File: src/rtl/clock_set_ctrl.sv
// Settable 24-hour BCD clock: a prescaler produces a one-second tick, and three
// buttons switch between running and setting the hours or minutes.
//
//   state      | meaning
//   S_RUN      | time advances on every prescaler tick
//   S_SET_HOUR | UP steps hours modulo 24; time frozen
//   S_SET_MIN  | UP steps minutes modulo 60; time frozen
//   S_BAD      | unused encoding, recovers to S_RUN
module clock_set_ctrl #(
  parameter int CLK_HZ = 50000000
) (
  input  logic       clk,
  input  logic       rst,
  input  logic [2:0] btn,
  output logic [7:0] hour_bcd,
  output logic [7:0] min_bcd,
  output logic [7:0] sec_bcd,
  output logic [1:0] mode,
  output logic       blink
);

  localparam int PW = (CLK_HZ > 1) ? $clog2(CLK_HZ) : 1;
  localparam logic [PW-1:0] PRESC_LAST = PW'(CLK_HZ - 1);
  localparam logic [PW-1:0] PRESC_HALF = PW'(CLK_HZ / 2);

  typedef enum logic [1:0] {
    S_RUN      = 2'd0,
    S_SET_HOUR = 2'd1,
    S_SET_MIN  = 2'd2,
    S_BAD      = 2'd3
  } state_t;

  state_t          state_q, state_d;
  logic [PW-1:0]   presc_q, presc_d;
  logic [7:0]      hour_q, hour_d;
  logic [7:0]      min_q, min_d;
  logic [7:0]      sec_q, sec_d;
  logic            blink_q, blink_d;

  logic            tick;
  logic            btn_mode;
  logic            btn_sel;
  logic            btn_up;

  // Increment a two-digit BCD value, wrapping to 00 after max.
  function automatic logic [7:0] bcd_inc(input logic [7:0] v, input logic [7:0] max);
    logic [7:0] r;
    if (v == max) begin
      r = 8'h00;
    end else if (v[3:0] == 4'd9) begin
      r = {v[7:4] + 4'd1, 4'd0};
    end else begin
      r = {v[7:4], v[3:0] + 4'd1};
    end
    return r;
  endfunction

  assign tick     = (presc_q == PRESC_LAST);
  assign btn_mode = btn[0];
  assign btn_sel  = btn[1] & ~btn[0];
  assign btn_up   = btn[2] & ~btn[1] & ~btn[0];

  always_ff @(posedge clk or posedge rst) begin
    if (rst) begin
      state_q <= S_RUN;
    end else begin
      state_q <= state_d;
    end
  end

  always_comb begin
    state_d = state_q;
    case (state_q)
      S_RUN: begin
        if (btn_mode) state_d = S_SET_HOUR;
      end
      S_SET_HOUR: begin
        if (btn_mode)     state_d = S_RUN;
        else if (btn_sel) state_d = S_SET_MIN;
      end
      S_SET_MIN: begin
        if (btn_mode)     state_d = S_RUN;
        else if (btn_sel) state_d = S_SET_HOUR;
      end
      default: state_d = S_RUN;
    endcase
  end

  always_comb begin
    hour_d  = hour_q;
    min_d   = min_q;
    sec_d   = sec_q;
    presc_d = tick ? '0 : presc_q + PW'(1);
    case (state_q)
      S_RUN: begin
        // Full carry chain resolves in a single cycle.
        if (tick) begin
          sec_d = bcd_inc(sec_q, 8'h59);
          if (sec_q == 8'h59) begin
            min_d = bcd_inc(min_q, 8'h59);
            if (min_q == 8'h59) hour_d = bcd_inc(hour_q, 8'h23);
          end
        end
      end
      S_SET_HOUR: begin
        if (btn_mode) begin
          sec_d   = 8'h00;
          presc_d = '0;
        end else if (btn_up) begin
          hour_d = bcd_inc(hour_q, 8'h23);
        end
      end
      S_SET_MIN: begin
        if (btn_mode) begin
          sec_d   = 8'h00;
          presc_d = '0;
        end else if (btn_up) begin
          min_d = bcd_inc(min_q, 8'h59);
        end
      end
      default: ;
    endcase
    // Evaluated on next-state values so the registered blink lines up with mode.
    blink_d = (state_d != S_RUN) && (presc_d < PRESC_HALF);
  end

  always_ff @(posedge clk or posedge rst) begin
    if (rst) begin
      presc_q <= '0;
      hour_q  <= 8'h00;
      min_q   <= 8'h00;
      sec_q   <= 8'h00;
      blink_q <= 1'b0;
    end else begin
      presc_q <= presc_d;
      hour_q  <= hour_d;
      min_q   <= min_d;
      sec_q   <= sec_d;
      blink_q <= blink_d;
    end
  end

  assign hour_bcd = hour_q;
  assign min_bcd  = min_q;
  assign sec_bcd  = sec_q;
  assign mode     = state_q;
  assign blink    = blink_q;

endmodule

File: config.mk
export PLATFORM = sky130hd
export DESIGN_NAME = clock_set_ctrl
export DESIGN_NICKNAME = d
export VERILOG_FILES = /design/src/rtl/clock_set_ctrl.sv
export SDC_FILE = /design/constraint.sdc
export NUM_CORES = 1
export LEC_CHECK = 0
export ABC_CLOCK_PERIOD_IN_PS = 5300
export BUFFER_PORTS_ARGS = -buffer_cell sky130_fd_sc_hd__buf_2
export CORE_UTILIZATION = 45
export CTS_CLUSTER_SIZE = 40
export DETAILED_ROUTE_END_ITERATION = 12
export PLACE_DENSITY = 0.6
export REMOVE_ABC_BUFFERS = 1
export SLEW_MARGIN = 0
export SYNTH_ARGS = -nofsm -noshare
export SYNTH_HDL_FRONTEND = slang
export SYNTH_SLANG_ARGS = --single-unit
File: constraint.sdc
create_clock -name clk -period 5.3 [get_ports clk]
set_input_delay 0.795 -clock clk [delete_from_list [all_inputs] [get_ports clk]]
set_output_delay 0.795 -clock clk [all_outputs]
set_load 0.02 [all_outputs]
==> flow_metrics.py, run 1 <==
metrics = {
    "timing": {
        "finalHoldViolCount": 0,
        "slew_headroom": 0.554,
        "tightest_slew_ns": 0.665,
        "setup_tns_ns": 0,
        "rsz0062_at_grt": "no",
        "period_minus_slack_ns": 3.04,
        "hold_ws_ns": 0.497,
        "setup_viol": 0,
        "slew_viol_final": 0,
        "period_share": 0.573,
        "timing.fmax_mhz": 329,
        "fin_skew_ns": 0.0136,
    },
    "logic_synthesis": {
        "yosysWarnings": 0,
        "synth_top_family_by_area": "simple AND/OR/NAND/NOR gates",
        "synth_compound_area_frac": 0.102,
        "synth_xor_area_frac": 0.0807,
        "ys_types": 54,
        "avgSynthCellArea_um2": 9.47,
        "synthArstFlopShare": 1.00,
        "yosys.area_share.simple": 0.262,
        "synth_cells": 321,
        "synth_area_um2": 3040,
        "ys_seq_area_frac": 0.436,
        "synth-adder-area-share": 0.0617,
        "synthFlopType": "dfrtp_1",
        "synth.area.mux_share": 0.0226,
        "synth_edf_count": 0,
        "ys_seq_elements": 53,
    },
    "clock_network": {
        "root_buffer": "clkbuf_8",
        "post_cts_buffers": 0,
        "clock_path_buffers": 2,
        "numCtsBuffers": 5,
        "cts_max_level": 2,
        "clkTransAtPathRegs_ns": 0.10,
        "cts_tree": "built",
        "post_cts_resized": 0,
        "cts.sinks": 53,
        "insertion_delay_ns": 0.31,
        "ctsHoldBuffers": 0,
    },
    "place": {
        "hpwlAfterDp_mm": 4.26,
        "place.gp.congestion": 0.825,
        "numPortBuffers": 31,
        "dp.cells": 423,
    },
    "worst_setup_path": {
        "rr_startpoint": "presc_q[0]",
        "cp_slowest_cell": "or4_4",
        "crit_fanout": 15,
        "crit_chain": "ha_1, nand2_1, or4_4, o21ai_1, buf_4, nor2_1, and2_1, a32o_1, a221oi_1",
        "crit_path_end_kind": "flop",
        "startpoint": "presc_q[0]",
        "required_ns": 5.52,
        "rrSetupSlack_ns": 2.26,
        "slowest_delay_ns": 0.57,
        "criticalPathCategory": "reg -> reg",
        "worstPathArrival_ns": 3.26,
        "critPathLaunchType": "flop",
    },
    "worst_hold_path": {
        "worstHoldStart": "presc_q[0]",
        "hold_class": "reg -> reg",
    },
    "power_and_ir_drop": {
        "cell_internal_pwr_w": 0.000847,
        "worst_ir_drop_vdd_mv": 0.200,
        "powerDensity_nw_per_um2": 424,
        "comb_power_share": 0.392,
        "switching_power_w": 0.000584,
        "pwr-share-seq": 0.414,
        "power.share.clock": 0.195,
        "p_sw_frac": 0.408,
        "power.leakage_nw": 1.55,
    },
    "route": {
        "via_count": 2319,
        "viasPerCell": 5.38,
        "drtIter0Drc": 108,
        "wl_per_cell_um": 13.5,
        "drtAntennaViolNets": 0,
        "drc_errors": 6,
        "first_pass_iters": 8,
        "drt_wl_total_mm": 5.83,
    },
    "grt": {
        "grt.total_usage": 0.174,
        "overflow": 0,
        "grt_pass1_vias": 2092,
        "grt_max_degree": 54,
        "grt_pass1_wl_mm": 9.80,
        "antenna_found_initial": 0,
    },
    "status": {
        "violations": "DRC",
        "status": "finished with violations",
    },
    "floorplan": {
        "start_util": 0.473,
        "die_area_um2": 7090,
        "die_h_um": 84.2,
        "die_width_um": 84.2,
        "rows": 29,
        "ios": 32,
        "core_um2": 6420,
    },
    "final_layout": {
        "instances_no_fill": 431,
        "final_nets": 373,
        "mostFrequentLayoutCell": "dfrtp_1",
        "n_antenna_cell": 0,
        "area_growth_pct": 10.9,
        "layout_common_cells": "dfrtp_1, nor2_1, buf_2",
        "drive_gt1_frac": 0.158,
    },
    "job": {
        "drv_cap": 0,
    },
}
==> worst paths after layout <==
| check | endpoint | cells after the start |
|---|---|---|
| setup / recovery | blink | 9 |
| hold / removal | presc_q[0] | 1 |
| setup reg to reg | blink | 9 |
| hold reg to reg | presc_q[0] | 1 |
| max in group asynchronous | presc_q[9] | 3 |
| min in group asynchronous | hour_bcd[1] | 3 |
==> final cells by class <==
type                       count  area [um^2]
multi-input combinational    245         1610
clock buffer                   5         68.8
clock inverter                 3         46.3
fill                         615         3050
inverter                      15         56.3
sequential                    53         1330
tap                           77         96.3
timing repair buffer          33          170
==> sequential cells by signal, indices dropped and copies added (netlist names) <==
signal,cells
blink,1
hour_bcd,8
min_bcd,8
mode,2
presc_q,26
sec_bcd,8
==> Yosys cell counts (3+ instances only) <==
cell type | n | area [um^2]
a21oi_1 | 4 | 20.0
and2_1 | 7 | 43.8
and3_1 | 5 | 31.3
clkbuf_1 | 5 | 18.8
dfrtp_1 | 53 | 1330
ha_1 | 15 | 188
inv_1 | 15 | 56.3
mux2_2 | 3 | 33.8
nand2_1 | 20 | 75.1
nand3_1 | 17 | 85.1
nand4_1 | 9 | 56.3
nor2_1 | 45 | 169
nor2b_1 | 6 | 37.5
nor3_1 | 9 | 45.0
nor3b_1 | 3 | 22.5
nor4b_1 | 3 | 26.3
o21ai_0 | 21 | 105
o21ai_1 | 3 | 15.0
o31ai_1 | 4 | 30.0
or2_2 | 3 | 18.8
xnor2_1 | 11 | 96.3
xor2_1 | 17 | 149
==> metal layers <==
layer  global-route usage  wire length (um)  vias to the layer above
li1                     -                 -                     1185
met1                0.246              2960                     1093
met2                0.271              2570                       35
met3               0.0364               228                        6
met4               0.0533                65                        0
met5                    0                 0                        -
==> cells by family after synthesis <==
family | count (synthesis)
AOI/OAI and AO/OA | 49
xor gates and xnor gates | 28
buffers and inverters | 23
adders and majority gates | 15
and+or+nand+nor | 147
muxes | 6
DFF | 53
==> worst max-delay path: cells and delay by family, from the launching register on <==
family	cells	cell delay, ns
simple gates	4	0.94
fa+ha+maj	1	0.24
buf+inv	1	0.33
flops	1	0.40
compound gates	3	1.04
==> power by group through the flow <==
stage	sequential (W)	combinational, W	clock, W
finish	0.000592	0.000560	0.000279
global route	0.000608	0.000629	0.000304
CTS	0.000593	0.000567	0.000287
detailed placement	0.000601	0.000566	0
global placement	0.000598	0.000559	0
floorplan	0.000667	0.000329	0
==> metrics by stage <==
stage / setup slack (ns) / cell area, um^2 / util / total power, W
floorplan: 1.92 / 2990 / - / 0.000995
global placement: 2.31 / 3260 / 0.507 / 0.00116
detailed placement: 2.23 / 3260 / 0.507 / 0.00117
CTS: 2.23 / 3370 / 0.525 / 0.00145
global route: 2.07 / 3370 / 0.525 / 0.00154
finish: 2.26 / 3370 / 0.525 / 0.00143
Power figures use the tool's default switching activity.
==> run 2: changes to the inputs <==
ABC_AREA = 1   (was unset)
ABC_CLOCK_PERIOD_IN_PS = 2700   (was 5300)
PLACE_DENSITY = 0.62   (was 0.6)
clock period = 2.7 ns   (was 5.3 ns; I/O delays follow)
==> run 2 against run 1 <==
Against the previous run: the run now ends clean; hold slack worse by 0.46 ns; power rose by 110%; final area grew 14%; register-to-register slack got worse by 1.8 ns; critical endpoint unchanged; routed wire length grew 27%; flip-flop and latch count is the same; worst setup slack worse by 1.8 ns.
==> flow_metrics.py, run 2 <==
metrics = {
    "status": {
        "status": "complete, no violations",
    },
    "worst_setup_path": {
        "crit_chain": "inv_1, ha_1, nand2_1, inv_1, nor2_2, nand2_1, nor2_1, nand2_1, nor2_1, nand2_1, nand2_1, o21ai_2",
        "cp_num_buf_inv": 2,
        "crit_path_end_kind": "flop",
        "required_ns": 2.91,
        "crit_family": "simple AND/OR/NAND/NOR gates",
        "crit_fanout": 12,
        "critPathLaunchType": "flop",
        "cp_slowest_cell": "nor2_2",
        "slowest_delay_ns": 0.46,
        "rrSetupSlack_ns": 0.46,
        "worstPathArrival_ns": 2.45,
        "crit_path_frequent_cell": "nand2_1",
        "criticalPathCategory": "reg -> reg",
    },
    "route": {
        "via_count": 3049,
        "drc_errors": 0,
        "wl_per_cell_um": 12.1,
        "drt_wl_total_mm": 7.42,
        "viasPerCell": 4.97,
        "drtIter0Drc": 204,
        "first_pass_iters": 4,
        "drtAntennaViolNets": 0,
    },
    "clock_network": {
        "insertion_delay_ns": 0.31,
        "post_cts_resized": 0,
        "clkTransAtPathRegs_ns": 0.10,
        "ctsHoldBuffers": 0,
        "numCtsBuffers": 5,
        "root_buffer": "clkbuf_8",
        "cts_max_level": 2,
        "cts_tree": "built",
        "cts.sinks": 53,
        "post_cts_buffers": 0,
        "clock_path_buffers": 2,
    },
    "worst_hold_path": {
        "hold_class": "in -> async",
    },
    "logic_synthesis": {
        "synth_area_um2": 3450,
        "ys_seq_elements": 53,
        "synth_top_area_share": 0.384,
        "synth.most_common_cell": "nand2_1",
        "ys_top_cells_by_area": "dfrtp_1, nand2_1, nor2_1",
        "avgSynthCellArea_um2": 7.25,
        "yosysWarnings": 0,
        "ys_types": 38,
        "synth.largest_area_cell": "dfrtp_1",
        "ys_top_cells_by_count": "nand2_1, nor2_1, inv_1",
        "synthFlopType": "dfrtp_1",
        "ys_seq_area_frac": 0.384,
        "synth_edf_count": 0,
        "synthArstFlopShare": 1.00,
        "synth_cells": 476,
    },
    "grt": {
        "grt_max_degree": 23,
        "overflow": 0,
        "antenna_found_initial": 0,
        "grt_pass1_wl_mm": 12.5,
        "grt_pass1_vias": 2737,
        "grt.total_usage": 0.201,
    },
    "power_and_ir_drop": {
        "power.leakage_nw": 1.87,
        "powerDensity_nw_per_um2": 772,
        "worst_ir_drop_vdd_mv": 0.566,
        "power_w": 0.00297,
    },
    "final_layout": {
        "final_nets": 533,
        "n_antenna_cell": 0,
        "area_growth_pct": 11.4,
        "largest_reg_flops": 26,
        "top_register": "presc_q",
        "drive_gt1_frac": 0.152,
        "mostFrequentLayoutCell": "nand2_1",
        "layout_common_cells": "nand2_1, nor2_1, inv_1",
    },
    "timing": {
        "timing.fmax_mhz": 446,
        "finalHoldViolCount": 0,
        "period_minus_slack_ns": 2.24,
        "slew_headroom": 0.622,
        "period_share": 0.830,
        "setup_viol": 0,
        "tightest_slew_ns": 0.566,
        "setup_tns_ns": 0,
        "slew_viol_final": 0,
        "fin_skew_ns": 0.0120,
        "rsz0062_at_grt": "no",
    },
    "job": {
        "drv_cap": 0,
    },
    "floorplan": {
        "start_util": 0.471,
        "core_um2": 7330,
        "die_h_um": 89.6,
        "ios": 32,
        "die_width_um": 89.6,
        "rows": 31,
        "die_area_um2": 8020,
    },
    "place": {
        "place.gp.congestion": 0.829,
        "numPortBuffers": 31,
        "hpwlAfterDp_mm": 5.83,
    },
}
## run 2: cell types whose count changed in the layout (fill, tap and decap cells not counted), moves of 7 or more
cell / change
nand2_1: +95
inv_1: +50
nor2_1: +31
nand3_1: +14
a21oi_1: +10
nor2_2: +8
xnor2_1: -8
and2_1: -7
nand2_2: +7
xor2_1: -7
## run 2: kinds of logic (layout without fill, tap and decap cells)
kind of cell	Yosys count	in the layout	share of synthesized area
adders and majority gates	15	15	0.0544
xor gates and xnor gates	13	13	0.0330
DFF	53	53	0.384
and+or+nand+nor	276	276	0.368
AOI/OAI and AO/OA	47	47	0.0798
buffers and inverters	72	110	0.0809
## run 2: cell type report
type | count | area (um^2)
Sequential cell | 53 | 1330
Fill cell | 742 | 3490
Inverter | 69 | 259
Clock inverter | 2 | 37.5
Multi-Input combinational cell | 351 | 1850
Clock buffer | 6 | 82.6
Tap cell | 99 | 124
Timing Repair Buffer | 33 | 170
## run 2: final timing paths
path                               end  startpoint  cells after the start
hold / removal             presc_q[11]         rst                      2
setup / recovery                 blink     mode[1]                     12
hold reg to reg             presc_q[0]  presc_q[0]                      1
setup reg to reg                 blink     mode[1]                     12
max in group asynchronous   presc_q[7]         rst                      3
min in group clk               mode[1]      btn[0]                      4
## run 2: per-stage QoR
step	cell area, um^2	worst slack (ns)	cells	utilization	hold WS, ns
2_1_floorplan	3430	0.667	473	-	0.455
3_3_place_gp	3720	0.525	605	0.508	0.379
3_5_place_dp	3720	0.448	605	0.508	0.376
4_1_cts	3840	0.414	613	0.524	0.0400
5_1_grt	3840	0.230	613	0.524	0.0501
6_report	3840	0.460	613	0.524	0.0324
## run 2: report_power, final
group	switching (W)	leakage, nW	internal [W]
sequential	0.000183	0.702	0.000954
clock	0.000268	0.0574	0.000302
combinational	0.000842	1.11	0.000421
total	0.00129	1.87	0.00168
## run 2: worst reg2reg max path: stages (launching register included)
cell and delay (ns):
dfrtp_1 0.43, inv_1 0.11, ha_1 0.33, nand2_1 0.17, inv_1 0.07, nor2_2 0.46, nand2_1 0.10, nor2_1 0.14
nand2_1 0.07, nor2_1 0.10, nand2_1 0.05, nand2_1 0.06, o21ai_2 0.05
## run 2: metal layers
metal | vias up | global-route usage | wire length (um)
li1 | 1589 | - | -
met1 | 1391 | 0.282 | 3730
met2 | 60 | 0.324 | 3350
met3 | 9 | 0.0320 | 250
met4 | 0 | 0.0534 | 98
met5 | - | 0 | 0
